$ cat config.mk
export PLATFORM = sky130hd
export DESIGN_NAME = tcp_msg_poller_service
export DESIGN_NICKNAME = d
export VERILOG_FILES = /design/src/rtl/tcp_msg_poller_service_pkg.sv /design/src/rtl/tcp_msg_poller_service_ctrl.sv /design/src/rtl/tcp_msg_poller_service.sv
export SDC_FILE = /design/constraint.sdc
export NUM_CORES = 1
export LEC_CHECK = 0
export CAP_MARGIN = 20
export CORE_MARGIN = 2
export CORE_UTILIZATION = 51
export DETAILED_ROUTE_END_ITERATION = 10
export HOLD_SLACK_MARGIN = 0.02
export PLACE_DENSITY = 0.93
export SLEW_MARGIN = 20
export SYNTH_ARGS = -nofsm -noshare
export SYNTH_HDL_FRONTEND = slang
export SYNTH_SLANG_ARGS = --single-unit
export TNS_END_PERCENT = 10
$ cat constraint.sdc
create_clock -name clk -period 5.9 [get_ports clk]
set_clock_uncertainty 0.05 [all_clocks]
set_input_delay 1.18 -clock clk [delete_from_list [all_inputs] [get_ports clk]]
set_output_delay 1.18 -clock clk [all_outputs]
set_load 0.005 [all_outputs]
$ cat src/rtl/tcp_msg_poller_service_pkg.sv
// Shared types and sizing for the TCP message poller service side: stored
// request layout, FSM states, and the ctrl-to-datapath store-enable bundle.
package tcp_msg_poller_service_pkg;
  localparam int MAX_FLOW_CNT    = 256;
  localparam int FLOWID_W        = $clog2(MAX_FLOW_CNT);
  localparam int MSG_SRC_X_WIDTH = 8;
  localparam int MSG_SRC_Y_WIDTH = 8;
  localparam int NOC_FBITS_WIDTH = 4;
  localparam int MSG_LEN_W       = 32;

  typedef struct packed {
    logic [MSG_LEN_W-1:0]       length;
    logic [MSG_SRC_X_WIDTH-1:0] dst_x;
    logic [MSG_SRC_Y_WIDTH-1:0] dst_y;
    logic [NOC_FBITS_WIDTH-1:0] dst_fbits;
  } msg_req_mem_struct;

  typedef enum logic [2:0] {
    ST_IDLE,
    ST_RD_REQ,
    ST_WAIT_RESP,
    ST_DECIDE,
    ST_NOTIF,
    ST_REQUEUE
  } svc_state_e;

  typedef struct packed {
    logic flowid_en;
    logic req_en;
    logic ptr_en;
  } store_en_t;
endpackage

$ cat src/rtl/tcp_msg_poller_service_ctrl.sv
// Control FSM for the poller service: sequences pop, the two lookups, the
// decision and either notification or re-enqueue; drives datapath store enables.
module tcp_msg_poller_service_ctrl
  import tcp_msg_poller_service_pkg::*;
(
  input  logic       clk,
  input  logic       rst,
  input  logic       q_empty_i,
  input  logic       q_wr_rdy_i,
  input  logic       mem_req_rdy_i,
  input  logic       mem_resp_val_i,
  input  logic       ptr_req_rdy_i,
  input  logic       ptr_resp_val_i,
  input  logic       notif_rdy_i,
  input  logic       data_ctrl_notify,
  output logic       pop_o,
  output logic       mem_req_val_o,
  output logic       ptr_req_val_o,
  output logic       mem_resp_rdy_o,
  output logic       ptr_resp_rdy_o,
  output logic       notif_val_o,
  output logic       requeue_val_o,
  output logic       clear_val_o,
  output store_en_t  store_en_o
);
  svc_state_e state_q;
  logic mem_req_done_q, ptr_req_done_q;
  logic mem_held_q, ptr_held_q;
  logic mem_req_fire, ptr_req_fire, mem_resp_fire, ptr_resp_fire;

  // Handshake outputs decode registered state only; pop and clear additionally
  // qualify on the partner's input so each is a one-cycle strobe.
  assign mem_req_val_o  = (state_q == ST_RD_REQ) && !mem_req_done_q;
  assign ptr_req_val_o  = (state_q == ST_RD_REQ) && !ptr_req_done_q;
  assign mem_resp_rdy_o = (state_q == ST_WAIT_RESP) && !mem_held_q;
  assign ptr_resp_rdy_o = (state_q == ST_WAIT_RESP) && !ptr_held_q;
  assign notif_val_o    = (state_q == ST_NOTIF);
  assign requeue_val_o  = (state_q == ST_REQUEUE);
  assign pop_o          = rst && (state_q == ST_IDLE) && !q_empty_i;
  assign clear_val_o    = rst && notif_val_o && notif_rdy_i;

  assign mem_req_fire  = mem_req_val_o && mem_req_rdy_i;
  assign ptr_req_fire  = ptr_req_val_o && ptr_req_rdy_i;
  assign mem_resp_fire = mem_resp_rdy_o && mem_resp_val_i;
  assign ptr_resp_fire = ptr_resp_rdy_o && ptr_resp_val_i;

  assign store_en_o.flowid_en = pop_o;
  assign store_en_o.req_en    = mem_resp_fire;
  assign store_en_o.ptr_en    = ptr_resp_fire;

  always_ff @(posedge clk) begin
    if (!rst) begin
      state_q        <= ST_IDLE;
      mem_req_done_q <= 1'b0;
      ptr_req_done_q <= 1'b0;
      mem_held_q     <= 1'b0;
      ptr_held_q     <= 1'b0;
    end else begin
      case (state_q)
        ST_IDLE: begin
          if (!q_empty_i) begin
            state_q        <= ST_RD_REQ;
            mem_req_done_q <= 1'b0;
            ptr_req_done_q <= 1'b0;
          end
        end
        ST_RD_REQ: begin
          if (mem_req_fire) mem_req_done_q <= 1'b1;
          if (ptr_req_fire) ptr_req_done_q <= 1'b1;
          if ((mem_req_done_q || mem_req_fire) && (ptr_req_done_q || ptr_req_fire)) begin
            state_q    <= ST_WAIT_RESP;
            mem_held_q <= 1'b0;
            ptr_held_q <= 1'b0;
          end
        end
        ST_WAIT_RESP: begin
          if (mem_resp_fire) mem_held_q <= 1'b1;
          if (ptr_resp_fire) ptr_held_q <= 1'b1;
          if ((mem_held_q || mem_resp_fire) && (ptr_held_q || ptr_resp_fire))
            state_q <= ST_DECIDE;
        end
        ST_DECIDE:  state_q <= data_ctrl_notify ? ST_NOTIF : ST_REQUEUE;
        ST_NOTIF:   if (notif_rdy_i) state_q <= ST_IDLE;
        ST_REQUEUE: if (q_wr_rdy_i) state_q <= ST_IDLE;
        default:    state_q <= ST_IDLE;
      endcase
    end
  end
endmodule

$ cat src/rtl/tcp_msg_poller_service.sv
// Service side of the TCP message poller: datapath registers, modulo pointer
// subtraction and length compare, wrapped around the control FSM.
module tcp_msg_poller_service
  import tcp_msg_poller_service_pkg::*;
#(
  parameter int POLLER_PTR_W = MSG_LEN_W
) (
  input  logic                       clk,
  input  logic                       rst,
  input  logic                       msg_req_q_service_empty,
  input  logic [FLOWID_W-1:0]        msg_req_q_service_rd_flowid,
  output logic                       service_msg_req_q_rd_req,
  output logic                       service_msg_req_q_wr_req_val,
  output logic [FLOWID_W-1:0]        service_msg_req_q_wr_req_data,
  input  logic                       msg_req_q_service_wr_req_rdy,
  output logic                       service_msg_req_mem_rd_req_val,
  output logic [FLOWID_W-1:0]        service_msg_req_mem_rd_req_addr,
  input  logic                       msg_req_mem_service_rd_req_rdy,
  input  logic                       msg_req_mem_service_rd_resp_val,
  input  msg_req_mem_struct          msg_req_mem_service_rd_resp_data,
  output logic                       service_msg_req_mem_rd_resp_rdy,
  output logic                       service_rx_ptrs_rd_req_val,
  output logic [FLOWID_W-1:0]        service_rx_ptrs_rd_req_flowid,
  input  logic                       rx_ptrs_service_rd_req_rdy,
  input  logic                       rx_ptrs_service_rd_resp_val,
  input  logic [POLLER_PTR_W-1:0]    rx_ptrs_service_rd_resp_head,
  input  logic [POLLER_PTR_W-1:0]    rx_ptrs_service_rd_resp_commit,
  output logic                       service_rx_ptrs_rd_resp_rdy,
  output logic                       poller_dst_notif_val,
  output logic [FLOWID_W-1:0]        poller_dst_notif_flowid,
  output logic [POLLER_PTR_W-1:0]    poller_dst_notif_len,
  output logic [MSG_SRC_X_WIDTH-1:0] poller_dst_notif_dst_x,
  output logic [MSG_SRC_Y_WIDTH-1:0] poller_dst_notif_dst_y,
  output logic [NOC_FBITS_WIDTH-1:0] poller_dst_notif_dst_fbits,
  input  logic                       dst_poller_notif_rdy,
  output logic                       service_active_bitvec_clear_req_val,
  output logic [FLOWID_W-1:0]        service_active_bitvec_clear_req_flowid
);
  logic [FLOWID_W-1:0]     flowid_q;
  msg_req_mem_struct       req_q;
  logic [POLLER_PTR_W-1:0] head_q, commit_q;
  logic [POLLER_PTR_W-1:0] avail, req_len;
  store_en_t               store_en;
  logic                    data_ctrl_notify;

  tcp_msg_poller_service_ctrl u_ctrl (
    .clk              (clk),
    .rst              (rst),
    .q_empty_i        (msg_req_q_service_empty),
    .q_wr_rdy_i       (msg_req_q_service_wr_req_rdy),
    .mem_req_rdy_i    (msg_req_mem_service_rd_req_rdy),
    .mem_resp_val_i   (msg_req_mem_service_rd_resp_val),
    .ptr_req_rdy_i    (rx_ptrs_service_rd_req_rdy),
    .ptr_resp_val_i   (rx_ptrs_service_rd_resp_val),
    .notif_rdy_i      (dst_poller_notif_rdy),
    .data_ctrl_notify (data_ctrl_notify),
    .pop_o            (service_msg_req_q_rd_req),
    .mem_req_val_o    (service_msg_req_mem_rd_req_val),
    .ptr_req_val_o    (service_rx_ptrs_rd_req_val),
    .mem_resp_rdy_o   (service_msg_req_mem_rd_resp_rdy),
    .ptr_resp_rdy_o   (service_rx_ptrs_rd_resp_rdy),
    .notif_val_o      (poller_dst_notif_val),
    .requeue_val_o    (service_msg_req_q_wr_req_val),
    .clear_val_o      (service_active_bitvec_clear_req_val),
    .store_en_o       (store_en)
  );

  // Data registers are cleared too so every payload output reads 0 out of reset.
  always_ff @(posedge clk) begin
    if (!rst) begin
      flowid_q <= '0;
      req_q    <= '0;
      head_q   <= '0;
      commit_q <= '0;
    end else begin
      if (store_en.flowid_en) flowid_q <= msg_req_q_service_rd_flowid;
      if (store_en.req_en)    req_q    <= msg_req_mem_service_rd_resp_data;
      if (store_en.ptr_en) begin
        head_q   <= rx_ptrs_service_rd_resp_head;
        commit_q <= rx_ptrs_service_rd_resp_commit;
      end
    end
  end

  // Modulo subtraction handles commit having wrapped past head.
  assign avail            = commit_q - head_q;
  assign req_len          = POLLER_PTR_W'(req_q.length);
  assign data_ctrl_notify = (avail >= req_len);

  assign service_msg_req_q_wr_req_data          = flowid_q;
  assign service_msg_req_mem_rd_req_addr        = flowid_q;
  assign service_rx_ptrs_rd_req_flowid          = flowid_q;
  assign poller_dst_notif_flowid                = flowid_q;
  assign poller_dst_notif_len                   = req_len;
  assign poller_dst_notif_dst_x                 = req_q.dst_x;
  assign poller_dst_notif_dst_y                 = req_q.dst_y;
  assign poller_dst_notif_dst_fbits             = req_q.dst_fbits;
  assign service_active_bitvec_clear_req_flowid = flowid_q;
endmodule
==> flow_summary.yaml, run 1 <==
logic_synthesis:
  yosys_register_bits: 131
  yosys_warn_count: 0
  syn-mean-instance-area_sq_um: 7.70
  post_synth_main_area_contributors: "dfxtp_1 35%, nand2_1 14%, a21boi_0 12%"
  yosys.area.top_type_share_pct: 34.7
  yosys.cell_types.count: 48
  most_common_flop_cell_mapped_by_yosys: "dfxtp_1"
  synth_common_cells: "284 x nand2_1, 131 x dfxtp_1, 125 x a21boi_0"
  syn_nets: 1179
  synth_top_area_cell: "dfxtp_1"
  synth.yosys.seq_area_share_pct: 34.7
  synthMostInstantiatedCell: "nand2_1"
  synth-async-reset-ratio_pct: 0
  syn_inst: 982
  synth_edf_count: 0
  synthesis.area_sq_mm: 0.00756
setup_path:
  r2r-end: "u_ctrl.state_q[0]"
  worst-r2r-setup-slack_ns: 1.88
  cp-startpoint: "msg_req_q_service_empty"
  max_stage_delay_ns: 0.59
  crit_path_start_kind: "input port"
  cp_cell_sequence: "clkdlybuf4s50_1, nor4_2, and2_1, clkdlybuf4s50_1"
  setup.worst_path.end_class: "primary output"
  cpMostUsedCell: "clkdlybuf4s50_1"
  slowest_stage: "nor4_2"
  timing.critical_path.arrival_ns: 2.96
  regToRegStartpoint: "head_q[0]"
  path_max_fanout: 9
  path_depth: 4
  critPathRequiredTime_ns: 4.67
  timing.critical_path.to: "service_msg_req_q_rd_req"
  worst-path-buf-inv: 2
  critical_path.top_delay_family: "buffers and inverters"
  r2r_cells: 17
  critPathKind: "input port to primary output"
final_layout:
  final_layout_size_suffix_gt1_share_pct: 3.75
  layout.nets: 1359
  final_cell_area_sq_mm: 0.0104
  final_core_utilization_pct: 71.2
  total_inserted_antenna_cells: 0
  layout-area-overhead-vs-synth_pct: 36.9
timing:
  grt_setup_unrepaired: "no"
  drv_slew: 0
  timing.final.setup_violations: 0
  timing_hold_violations_final: 0
  final.setup.worst_slack_ns: 1.71
  fin_tns_setup_ns: 0
  worst-slew-pin-transition_ns: 0.748
  fmaxAchievable_mhz: 239
  timing.hold.ws_ns: 0.410
  timing.final.crit_period_ns: 4.19
  relSlewSlack_pct: 49.7
  layout_worst_path_cycle_share_pct: 71.0
placed_design:
  postPlaceCellArea_sq_mm: 0.00975
  hpwl_mm: 14.5
  gp_routability_congestion: 0.900
  buffer_ports.inserted: 232
  place_ws_ns: 1.74
outcome:
  status: "finished clean"
global_routing:
  grt_antenna_before_repair: 0
  grt_pass1_vias: 7006
  grt_start_max_net_pins: 73
  global_route.usage.total_pct: 25.2
  gr_ovfl_total: 0
  grt_first_pass_wirelength_mm: 32.5
power_and_ir_drop:
  internal-power_mw: 2.77
  power_density_mw_per_mm2: 425
  switchingPower_mw: 1.63
  switching_share_pct: 37.0
  vdd.ir_drop.worst_uv: 251
  static-leakage-power_nw: 3.80
  share_clk_of_total_power_pct: 24.2
  seq_power_share_pct: 23.6
  combinational_cell_fraction_of_total_power_pct: 52.3
clock_tree:
  cts_repair_resize_count: 0
  cts_tree: "done"
  post-cts-setup-buffer-count: 0
  clkLatencyLatePin_ns: 0.42
  path_clk_slew_ns: 0.05
  cts_root_buf: "clkbuf_16"
  cts.sinks: 131
  cts.path.max_buffers: 2
  cts_made_buffers: 17
  cts-hold-fix-buffers: 0
  htree_num_levels: 4
drt:
  vias: 7115
  drc: 0
  routedWlPerCell_um: 14.7
  postRouteWirelength_mm: 20.0
  routed_vias_inst: 5.24
  drt.antenna.violating_nets: 0
  pre_repair_dr_iteration_count: 5
  drtIter0Drc: 425
die:
  die-height_um: 126
  die_area_sq_mm: 0.0158
  placementRows: 44
  floorplan.initialDensity_pct: 52.0
  floorplan.die.width_um: 126
  core-area_sq_mm: 0.0145
  boundaryPins: 233
worst_hold_path:
  timing.hold.worst.class: "flop to flop"
run:
  cap_viol_max_count: 0
[kinds of logic (layout without fill, tap and decap cells)]
group,Yosys count,in the layout,share of synthesized area [%]
flip-flops,131,131,34.7
buffers and inverters,146,338,8.92
adder cells (fa/ha/maj),64,64,10.7
AND/OR/NAND/NOR,362,362,19.6
XOR/XNOR,28,28,3.24
AO/OA/AOI/OAI,249,249,22.6
multiplexers,2,2,0.281
[final cells by class]
class / instances / area [sq um]
clock inverter: 10 / 133
sequential: 131 / 2620
clock buffer: 21 / 460
fill: 1091 / 4180
multi-input combinational: 705 / 4300
inverter: 72 / 270
timing repair buffer: 235 / 2340
tap: 184 / 230
[state kept, by name, indices dropped and copies added (netlist names), 3 cells and up]
name	flops
head_q	32
poller_dst_notif_dst_y	8
poller_dst_notif_dst_fbits	4
commit_q	32
poller_dst_notif_dst_x	8
u_ctrl.state_q	3
poller_dst_notif_flowid	8
poller_dst_notif_len	32
[cell usage in the layout (no fill, tap or decap), types with 8 or more instances in the layout]
| master | count |
|---|---|
| xnor2_1 | 17 |
| dfxtp_1 | 131 |
| clkbuf_16 | 17 |
| clkdlybuf4s50_1 | 231 |
| a21o_1 | 9 |
| nand4_1 | 8 |
| o21ai_0 | 28 |
| xor2_1 | 11 |
| nor2_1 | 29 |
| a21oi_1 | 44 |
| a21boi_0 | 125 |
| nor2b_1 | 11 |
| ha_1 | 63 |
| nand2_1 | 282 |
| inv_1 | 72 |
[worst min-delay path: stages, from the launching register on]
cell and delay [ns]:
dfxtp_1 0.30, nand2_1 0.04, a21boi_0 0.06
[worst min-delay path by stage]
| stage | depth (start not counted) | start | end |
|---|---|---|---|
| after CTS | 2 | poller_dst_notif_dst_x[3] | poller_dst_notif_dst_x[3] |
| final | 2 | poller_dst_notif_dst_x[3] | poller_dst_notif_dst_x[3] |
| after floorplan | 2 | head_q[10] | head_q[10] |
| after detailed placement | 2 | poller_dst_notif_dst_x[3] | poller_dst_notif_dst_x[3] |
| after global placement | 2 | poller_dst_notif_dst_fbits[3] | poller_dst_notif_dst_fbits[3] |
| after global routing | 2 | head_q[5] | head_q[5] |
[metrics by stage]
| stage | power [mW] | cells |
|---|---|---|
| floorplan | 2.71 | 982 |
| finish | 4.40 | 1358 |
| CTS | 4.41 | 1358 |
| global route | 4.76 | 1358 |
| global placement | 3.26 | 1327 |
| detailed placement | 3.33 | 1327 |
[per-layer routing]
metal  wire length (um)  GRT usage [%]  vias to the layer above
met2              10000           45.5                      226
met5                  0              0                        -
li1                   -              -                     3602
met1               8470           29.1                     3247
met3                993           5.35                       40
met4                511           9.76                        0
[power by group through the flow]
stage          sequential [mW]  combinational [mW]  clock, mW
2_1_floorplan             1.04                1.68          0
3_5_place_dp              1.05                2.27          0
6_report                  1.04                2.30       1.07
4_1_cts                   1.04                2.30       1.08
3_3_place_gp              1.05                2.21          0
5_1_grt                   1.05                2.60       1.11
Note: power is estimated with default switching activity, not from simulation.
==> inputs of run 2 (changes only) <==
Settings changed: CORE_UTILIZATION 51 to 43, PLACE_DENSITY 0.93 to 0.84.
Clock period 5.9 ns to 3.75 ns, I/O delays scaled along.
==> flow_summary.yaml, run 2 (same netlist as run 1, synthesis figures left out) <==
power_and_ir_drop:
  static-leakage-power_nw: 3.88
  vdd.ir_drop.worst_uv: 374
  power_density_mw_per_mm2: 685
timing:
  fmaxAchievable_mhz: 278
  timing.hold.ws_ns: 0.411
  timing.final.setup_violations: 0
  timing_hold_violations_final: 0
  drv_slew: 0
  timing.final.crit_period_ns: 3.59
  relSlewSlack_pct: 57.8
  final.setup.worst_slack_ns: 0.156
  layout_worst_path_cycle_share_pct: 95.8
  worst-slew-pin-transition_ns: 0.633
final_layout:
  final_core_utilization_pct: 61.8
  layout.nets: 1373
  layout.cells.most_common: "nand2_1"
  most-common-layout-cells: "282 x nand2_1, 231 x clkdlybuf4s50_1, 130 x dfxtp_1"
  layout-area-overhead-vs-synth_pct: 40.9
  total_inserted_antenna_cells: 0
  n_fill_cell: 1467
  final_layout_size_suffix_gt1_share_pct: 6.57
setup_path:
  setup.worst_path.end_class: "flop"
  path_max_fanout: 4
  timing.critical_path.arrival_ns: 3.83
  critPathRequiredTime_ns: 3.99
  critPathKind: "flop to flop"
  crit_path_start_kind: "flop"
drt:
  drt.antenna.violating_nets: 0
  routedWlPerCell_um: 14.8
  routed_vias_inst: 5.13
  drc: 0
  vias: 7249
  postRouteWirelength_mm: 21.0
  pre_repair_dr_iteration_count: 4
  drtIter0Drc: 433
clock_tree:
  cts-hold-fix-buffers: 0
  cts.sinks: 131
  clkLatencyLatePin_ns: 0.42
  cts_root_buf: "clkbuf_16"
  path_clk_slew_ns: 0.06
  cts_made_buffers: 17
  htree_num_levels: 4
  cts.path.max_buffers: 2
  cts_tree: "done"
global_routing:
  gr_ovfl_total: 0
  grt_start_max_net_pins: 70
  global_route.usage.total_pct: 21.8
  grt_first_pass_wirelength_mm: 32.1
  grt_pass1_vias: 6701
  grt_antenna_before_repair: 0
run:
  cap_viol_max_count: 0
die:
  floorplan.die.width_um: 137
  core-area_sq_mm: 0.0172
  die_area_sq_mm: 0.0187
  floorplan.initialDensity_pct: 43.9
  placementRows: 48
  boundaryPins: 233
  die-height_um: 137
outcome:
  status: "finished clean"
worst_hold_path:
  timing.hold.worst.class: "flop to flop"
placed_design:
  gp_routability_congestion: 0.888
  buffer_ports.inserted: 232
  hpwl_mm: 14.8
  place_ws_ns: -0.137
run 2: worst paths after layout:
path / end / cells past startpoint / from / slack [ns]
worst max-delay path: u_ctrl.state_q[0] / 15 / head_q[2] / 0.16
worst min-delay path: poller_dst_notif_dst_x[1] / 2 / poller_dst_notif_dst_x[1] / 0.41
worst max register to register: u_ctrl.state_q[0] / 15 / head_q[2] / 0.16
worst min register to register: poller_dst_notif_dst_x[1] / 2 / poller_dst_notif_dst_x[1] / 0.41
run 2: worst max-delay path, cell delays in order (launching register included):
cell and delay, ns:
dfxtp_1 0.35, inv_1 0.06, ha_1 0.40, o211a_1 0.26
o31a_1 0.14, o21a_4 0.24, o21bai_4 0.16, nand2_1 0.11
a21boi_0 0.29, xnor2_1 0.13, ha_1 0.30, nand4_1 0.13
a2111oi_0 0.39, a21oi_1 0.16, a21oi_1 0.20, o31ai_1 0.08
run 2: cell type report:
type,instances,area [sq um],share of cell area [%]
clock buffer,25,485,4.56
clock inverter,5,100,0.940
inverter,72,270,2.54
multi-input combinational,705,4440,41.7
sequential,131,2620,24.6
tap,225,282,2.64
timing repair buffer,249,2450,23.0
run 2: stage by stage:
step	power, mW	instances	TNS (ns)	cell area (sq um)
2_1_floorplan	4.27	982	0	7560
3_3_place_gp	5.22	1375	0	9850
3_5_place_dp	5.30	1375	-0.137	9850
4_1_cts	7.03	1406	0	10500
5_1_grt	7.84	1412	-0.0631	10700
6_report	7.30	1412	0	10700
run 2: what timing repair did:
item	4_1_cts	5_1_grt
endpoints found under the hold margin	0	0
buffers inserted	1	6
pin swaps	3	23
endpoints found under the setup margin	1	1
gates resized for setup	3	35
run 2: routing by layer:
layer  global-route usage [%]  vias to the layer above  wire length, um
met4                     6.89                        0              464
met5                        0                        -                0
met2                     38.1                      232            10300
met1                     25.9                     3353             8870
li1                         -                     3620                -
met3                     5.85                       44             1380
run 2: power by group:
| part | total [mW] | internal [mW] | leakage, nW | switching, mW |
|---|---|---|---|---|
| Clock | 1.68 | 1.09 | 0.287 | 0.592 |
| Combinational | 3.99 | 2.00 | 2.53 | 1.99 |
| Sequential | 1.63 | 1.52 | 1.06 | 0.107 |
| Total | 7.30 | 4.61 | 3.88 | 2.69 |
==> inputs of run 3 (changes only) <==
Settings changed: CAP_MARGIN 20 to 10.
==> results of run 3 <==
The final DEF is identical to that of run 2; final timing and power are the same.
